### src/rtl/nrd16by8.sv
// Sequential signed 16/8 divider: non-restoring, one quotient bit per cycle,
// truncating toward zero with remainder carrying the dividend's sign.
module nrd16by8 (
  input  logic               clk,
  input  logic               rst,
  input  logic               start,
  input  logic signed [15:0] dividend,
  input  logic signed [7:0]  divisor,
  output logic signed [15:0] quotient,
  output logic signed [7:0]  remainder,
  output logic               busy,
  output logic               done,
  output logic               dbz,
  output logic               ovf
);

  // state | meaning
  // IDLE  | waiting for start; results held
  // RUN   | 16 non-restoring steps, one quotient bit each
  // SIGN  | remainder correction, sign fix-up, publish results
  typedef enum logic [1:0] {IDLE, RUN, SIGN} state_t;

  state_t      state_q, state_d;
  logic [3:0]  cnt_q, cnt_d;
  logic [9:0]  pr_q, pr_d;
  logic [15:0] q_q, q_d;
  logic [7:0]  dvs_q, dvs_d;
  logic        sdd_q, sdd_d;
  logic        sdv_q, sdv_d;
  logic        ovfc_q, ovfc_d;
  logic [15:0] quo_q, quo_d;
  logic [7:0]  rem_q, rem_d;
  logic        done_q, done_d;
  logic        dbz_q, dbz_d;
  logic        ovf_q, ovf_d;

  logic [9:0]  pr_sh, pr_new, pr_fix;

  always_comb begin
    state_d = state_q;
    cnt_d   = cnt_q;
    pr_d    = pr_q;
    q_d     = q_q;
    dvs_d   = dvs_q;
    sdd_d   = sdd_q;
    sdv_d   = sdv_q;
    ovfc_d  = ovfc_q;
    quo_d   = quo_q;
    rem_d   = rem_q;
    done_d  = 1'b0;
    dbz_d   = dbz_q;
    ovf_d   = ovf_q;
    pr_sh   = {pr_q[8:0], q_q[15]};
    pr_new  = pr_q[9] ? (pr_sh + {2'b00, dvs_q}) : (pr_sh - {2'b00, dvs_q});
    pr_fix  = pr_q[9] ? (pr_q + {2'b00, dvs_q}) : pr_q;

    case (state_q)
      IDLE: begin
        if (start) begin
          q_d     = dividend[15] ? -dividend : dividend;
          dvs_d   = divisor[7] ? -divisor : divisor;
          sdd_d   = dividend[15];
          sdv_d   = divisor[7];
          // -32768 / -1 is the only quotient that cannot be represented
          ovfc_d  = dividend[15] && (dividend[14:0] == 15'd0) && (&divisor);
          pr_d    = 10'd0;
          cnt_d   = 4'd0;
          state_d = (divisor == 8'sd0) ? SIGN : RUN;
        end
      end
      RUN: begin
        pr_d  = pr_new;
        q_d   = {q_q[14:0], ~pr_new[9]};
        cnt_d = cnt_q + 4'd1;
        if (cnt_q == 4'd15) state_d = SIGN;
      end
      SIGN: begin
        if (dvs_q == 8'd0) begin
          quo_d = 16'd0;
          rem_d = 8'd0;
          dbz_d = 1'b1;
          ovf_d = 1'b0;
        end else begin
          quo_d = (sdd_q ^ sdv_q) ? -q_q : q_q;
          rem_d = sdd_q ? -pr_fix[7:0] : pr_fix[7:0];
          dbz_d = 1'b0;
          ovf_d = ovfc_q;
        end
        done_d  = 1'b1;
        state_d = IDLE;
      end
      default: state_d = IDLE;
    endcase
  end

  always_ff @(posedge clk or posedge rst) begin
    if (rst) begin
      state_q <= IDLE;
      cnt_q   <= 4'd0;
      pr_q    <= 10'd0;
      q_q     <= 16'd0;
      dvs_q   <= 8'd0;
      sdd_q   <= 1'b0;
      sdv_q   <= 1'b0;
      ovfc_q  <= 1'b0;
      quo_q   <= 16'd0;
      rem_q   <= 8'd0;
      done_q  <= 1'b0;
      dbz_q   <= 1'b0;
      ovf_q   <= 1'b0;
    end else begin
      state_q <= state_d;
      cnt_q   <= cnt_d;
      pr_q    <= pr_d;
      q_q     <= q_d;
      dvs_q   <= dvs_d;
      sdd_q   <= sdd_d;
      sdv_q   <= sdv_d;
      ovfc_q  <= ovfc_d;
      quo_q   <= quo_d;
      rem_q   <= rem_d;
      done_q  <= done_d;
      dbz_q   <= dbz_d;
      ovf_q   <= ovf_d;
    end
  end

  assign quotient  = quo_q;
  assign remainder = rem_q;
  assign busy      = (state_q != IDLE);
  assign done      = done_q;
  assign dbz       = dbz_q;
  assign ovf       = ovf_q;

endmodule

### config.mk
export PLATFORM = sky130hd
export DESIGN_NAME = nrd16by8
export DESIGN_NICKNAME = d
export VERILOG_FILES = /design/src/rtl/nrd16by8.sv
export SDC_FILE = /design/constraint.sdc
export NUM_CORES = 1
export LEC_CHECK = 0
export ABC_AREA = 1
export CORE_ASPECT_RATIO = 1.5
export CORE_UTILIZATION = 51
export CTS_CLUSTER_SIZE = 10
export DETAILED_ROUTE_END_ITERATION = 8
export PLACE_DENSITY = 0.76
export SETUP_SLACK_MARGIN = 0.05
export SYNTH_ARGS = -nofsm -noshare
export SYNTH_HDL_FRONTEND = slang
export SYNTH_SLANG_ARGS = --single-unit
### constraint.sdc
create_clock -name clk -period 2.4 [get_ports clk]
set_clock_uncertainty 0.15 [all_clocks]
set_input_delay 0.72 -clock clk [delete_from_list [all_inputs] [get_ports clk]]
set_output_delay 0.72 -clock clk [all_outputs]
set_load 0.05 [all_outputs]
# Word level (Yosys, flattened, before mapping)
# Cells that the tools add are included.
[totals] regBits=70 latch_bits=0 ramBits=0 rom_bits=0 n_memories=0 elab_cells=61 out_inout_bits=28 inputBits=27
[op_classes] n_bitwise=2 magnitude_cmp=0 n_mux=21 add_sub_neg=8 multipliers=0 n_div=0 n_eq_ne=5 shift=0 n_reduce_logical=12
[op_table] op="$mux W16" count=4
[op_table] op="$mux W8" count=4
[op_table] op="$neg A16 Y16" count=2
[op_table] op="$pmux W16 S2" count=1
[op_table] op="$mux W10" count=2
[op_table] op="$pmux W10 S2" count=1
[op_table] op="$logic_not A8 Y1" count=2
[op_table] op="$neg A8 Y8" count=2
[op_table] op="$logic_not A15 Y1" count=1
[op_table] op="$add A10 B8 Y10" count=1
[op_table] op="$sub A10 B8 Y10" count=1
[op_table] op="$add A8 B8 Y8" count=1
[op_table] op="$pmux W4 S2" count=1
[op_table] op="$reduce_and A8 Y1" count=1
[op_table] op="$mux W2" count=3
[op_table] op="$reduce_and A2 Y1" count=3
[op_table] op="$add A4 B1 Y4 const B" count=1
[op_table] op="$eq A4 B4 Y1 const B" count=1
[op_table] op="$mux W4" count=1
[op_table] op="$ne A2 B2 Y1 const B" count=2
[op_table] op="$pmux W2 S2" count=1
[op_table] op="$reduce_bool A2 Y1" count=2
[op_table] op="$mux W1" count=3
[op_table] op="$eq A2 B1 Y1 const B" count=1
[op_table] op="other kinds (5)" count=6

# Logic depth before layout (Yosys ltp)
[logic_depth] word_depth=5 depth_mapped=17 mapped_depth_nobuf=17

# Worst setup path before layout
# No wires, ideal clock.
[synth_timing] kind="register to register" from="reg dvs_q[1]" to="reg pr_q[6]" path_stages_with_launch=12 setup_ns=0.101 path_slack_ns=-0.041 required_time_ns=2.149 arrival_time_ns=2.190 period_less_slack_ns=2.441 n_path_buf=0 cell_sequence="dfrtp_1 inv_1 ha_1 inv_1 o21ai_0 inv_1 fa_1 o21ai_0 nand2_1 nor2_1 nor3_1 o32ai_1"
[synth_via] elab_chain_len=3 word_cells_on_any_way=4 classes_between="add/sub: 2; mux: 2"
[synth_rtl] item="start: declaration" line_no="27" text="logic [7:0] dvs_q, dvs_d;"
[synth_rtl] item="start signal: assignment" line_no="116" text="dvs_q <= dvs_d;"
[synth_rtl] item="$sub A10 B8 Y10 / $add A10 B8 Y10 (equally long branches)" line_no="54" text="pr_new = pr_q[9] ? (pr_sh + {2'b00, dvs_q}) : (pr_sh - {2'b00, dvs_q});"
[synth_rtl] item="$mux W10 *" line_no="54"
[synth_rtl] item="$pmux W10 S2 *" line_no="57" text="case (state_q)"
[synth_rtl] item="end signal: assignment" line_no="114" text="pr_q <= pr_d;"
[synth_rtl] item="end: declaration" line_no="25" text="logic [9:0] pr_q, pr_d;"
# Every way passes the cells marked *; elsewhere a longest branch is shown, timed or not.
# A chain may end at the register's enable or synchronous reset.

# Final worst setup path
[layout_timing] from="reg dvs_q[0]" to="reg q_q[0]"
[layout_via] elab_chain_len=4 word_cells_on_any_way=5 classes_between="add/sub: 2; mux: 2; bitwise: 1"
[layout_rtl] item="$sub A10 B8 Y10 / $add A10 B8 Y10 (equally long branches)" line_no="54"
[layout_rtl] item="$mux W10 *" line_no="54"
[layout_rtl] item="$not A1 Y1 *" line_no="73" text="q_d = {q_q[14:0], ~pr_new[9]};"
[layout_rtl] item="$pmux W16 S2 *" line_no="57"
[layout_rtl] item="end signal: assignment" line_no="115" text="q_q <= q_d;"
[layout_rtl] item="end: declaration" line_no="26" text="logic [15:0] q_q, q_d;"
# Marked as above.

==> metrics.cfg <==
[die]
start_util_pct = 53.1
die_x_microns = 80.5
num_rows = 42
die_h_microns = 120
core_sq_um = 8880
die_area_sq_um = 9640
io_pins = 55

[drt]
drt-initial-drc-count = 257
avgRoutedWirePerCell_microns = 15.5
drt_wl_total_microns = 13300
drt-met1-wl_microns = 5160
drt_pre_antenna_iters = 5
wl_met2_microns = 6970
dr_wl_met3_microns = 616
top_layer = met4
ant_nets = 0
drcViolationCount = 0
num_vias = 4850
vias_per_cell = 5.66

[clock_network]
cts_buffers = 9
worst_skew_pair.late_latency_ps = 330
cts_tree = yes
root_buffer = clkbuf_16
clk_pin_slew_ps = 60
cts_max_level = 3
clock_path_buffers = 2
clkSinkCount = 70

[synth]
ys_seq_elements = 70
synth_area_per_cell_sq_um = 7.39
seq_area_frac_synth_pct = 37.2
yosysWarnings = 0
synth_area_sq_um = 4710
yosysTopAreaCellShare_pct = 37.2
syn_inst = 638
synth_nets = 691
ys_types = 44
yosys-top-cells-area = dfrtp_1 37%, nand2_1 13%, o21ai_0 6.9%
synth_top_cell_by_area = dfrtp_1

[timing]
slew_viol_final = 0
finalCriticalPeriod_ps = 2680
worst_slew_pin_slew_ps = 512
finalSetupViolations = 6
min_period_over_period_pct = 112
worst_slack_ps = -278
slew_headroom_pct = 65.8
rsz0062_at_grt = true
finalHoldViolations = 0
hold_ws_ps = 321
max_freq_mhz = 373

[critical_path]
cp_data_arrival_time_ps = 2750
cp-end-kind = flip-flop
cp-startpoint = dvs_q[0]
critPathKind = reg2reg
worst_ep_required_time_ps = 2470
cp_max_fo = 5
r2r-start = dvs_q[0]
start_kind = flip-flop

[placed_design]
dp.cells = 830
dpl.hpwl_microns = 9110
place_congestion = 0.923
place_ws_ps = -239
portBuffers = 54

[layout]
final_common_cell = nand2_1
layout_common_cells = 151 x nand2_1, 67 x dfrtp_1, 66 x inv_1, 57 x buf_4, 50 x o21ai_0
area_delta_synth_final_pct = 35.0
drive_gt1_share_pct = 19.4
fin_cells = 857
fin_nets = 795
antennaDiodeCount = 0

[run_status]
status = finished with violations
failed_checks = setup timing

[min_path]
hp-class = reg2reg
min_from = cnt_q[3]

[global_route]
grt-ovfl-total = 0
grt_pass1_vias = 4672
track_usage_pct = 27.9
grt_pass1_wl_microns = 20800
grt_max_degree = 71
antenna_found_initial = 0

[flow_run]
maxCapViolCount = 0

-- routing by layer --
layer	up-vias	track usage, %
met4	0	12.9
met1	2309	32.2
li1	2323	-
met2	168	49.2
met5	-	0
met3	50	4.41
-- flip-flops by register name (all words and copies together), names as in the netlist --
name and flops:
sdd_q 1, q_q 16, done 1, ovfc_q 1, dvs_q 8, state_q 2
sdv_q 1, remainder 8, ovf 1, quotient 16, cnt_q 4, pr_q 10
dbz 1
-- cells in the mapped netlist, drive strengths merged --
| library cell | n |
|---|---|
| nand2 | 162 |
| inv | 77 |
| o21ai | 73 |
| dfrtp | 70 |
| nor2 | 58 |
| nand3 | 41 |
| a21oi | 25 |
| ha | 24 |
| xor2 | 20 |
| a22oi | 14 |
| nor3 | 11 |
| buf | 10 |
| nand4 | 9 |
| clkbuf | 8 |
| xnor2 | 7 |
| a22o | 3 |
| a21o | 2 |
| a32o | 2 |
| fa | 2 |
| o21a | 2 |
| o21bai | 2 |
| o22ai | 2 |
| o32ai | 2 |
| or2 | 2 |
| a211oi | 1 |
| a31oi | 1 |
| and2 | 1 |
| mux2i | 1 |
| nand3b | 1 |
| nor4 | 1 |
| o211ai | 1 |
| o221ai | 1 |
| o31ai | 1 |
| o41ai | 1 |
-- final timing paths --
kind / slack, ps / depth (start not counted) / end
hold / removal: 320 / 1 / cnt_q[3]
hold reg to reg: 320 / 1 / cnt_q[3]
setup reg to reg: -280 / 17 / q_q[0]
min in group asynchronous: 700 / 3 / quotient[2]
max in group asynchronous: 1070 / 3 / dvs_q[1]
setup / recovery: -280 / 17 / q_q[0]
-- what timing repair did --
| action | 4_1_cts | 5_1_grt |
|---|---|---|
| pin swaps | 15 | 38 |
| endpoints found under the setup margin | 21 | 26 |
| buffers inserted | 4 | 7 |
| hold buffers | 0 | 0 |
| resized for setup | 41 | 70 |
-- kinds of logic after synthesis --
| kind of cell | Yosys count | share of synthesized area, % |
|---|---|---|
| muxes | 1 | 0.212 |
| DFF | 70 | 37.2 |
| AOI/OAI and AO/OA | 133 | 16.4 |
| adders and majority gates | 26 | 7.22 |
| and+or+nand+nor | 286 | 26.0 |
| xor gates and xnor gates | 27 | 5.02 |
| buffers and inverters | 95 | 8.02 |
-- layout make-up --
type / instances / area, sq um
well taps: 110 / 138
clock buffers: 11 / 243
fillers: 662 / 2520
repair buffers: 111 / 1010
multi-input cells: 473 / 2840
flip-flops and latches: 70 / 1760
clock inverters: 5 / 82.6
inverters: 77 / 293
-- per-stage QoR --
stage	util, %	TNS (ps)	area (sq um)
2_1_floorplan	-	0	4720
3_3_place_gp	63.8	-396	5670
3_5_place_dp	63.8	-1270	5670
4_1_cts	68.5	-131	6080
5_1_grt	71.6	-1930	6360
6_report	71.6	-868	6360
-- worst max-delay path, stage by stage (launching register included) --
cell and delay, ps:
dfrtp_2 470, inv_2 110, ha_4 150, nand2_4 70, nor2_4 130, nand2_1 90
nand2_1 100, xor2_1 70, ha_1 340, nand2_2 90, nor2_4 130, nand3_2 70
nand4_1 120, inv_2 70, a21oi_2 170, o21ai_2 110, nand2_1 90, nand2_1 50
Power is not shown: default switching activity piles up to over one toggle a cycle in this logic, so the estimate is an artifact.
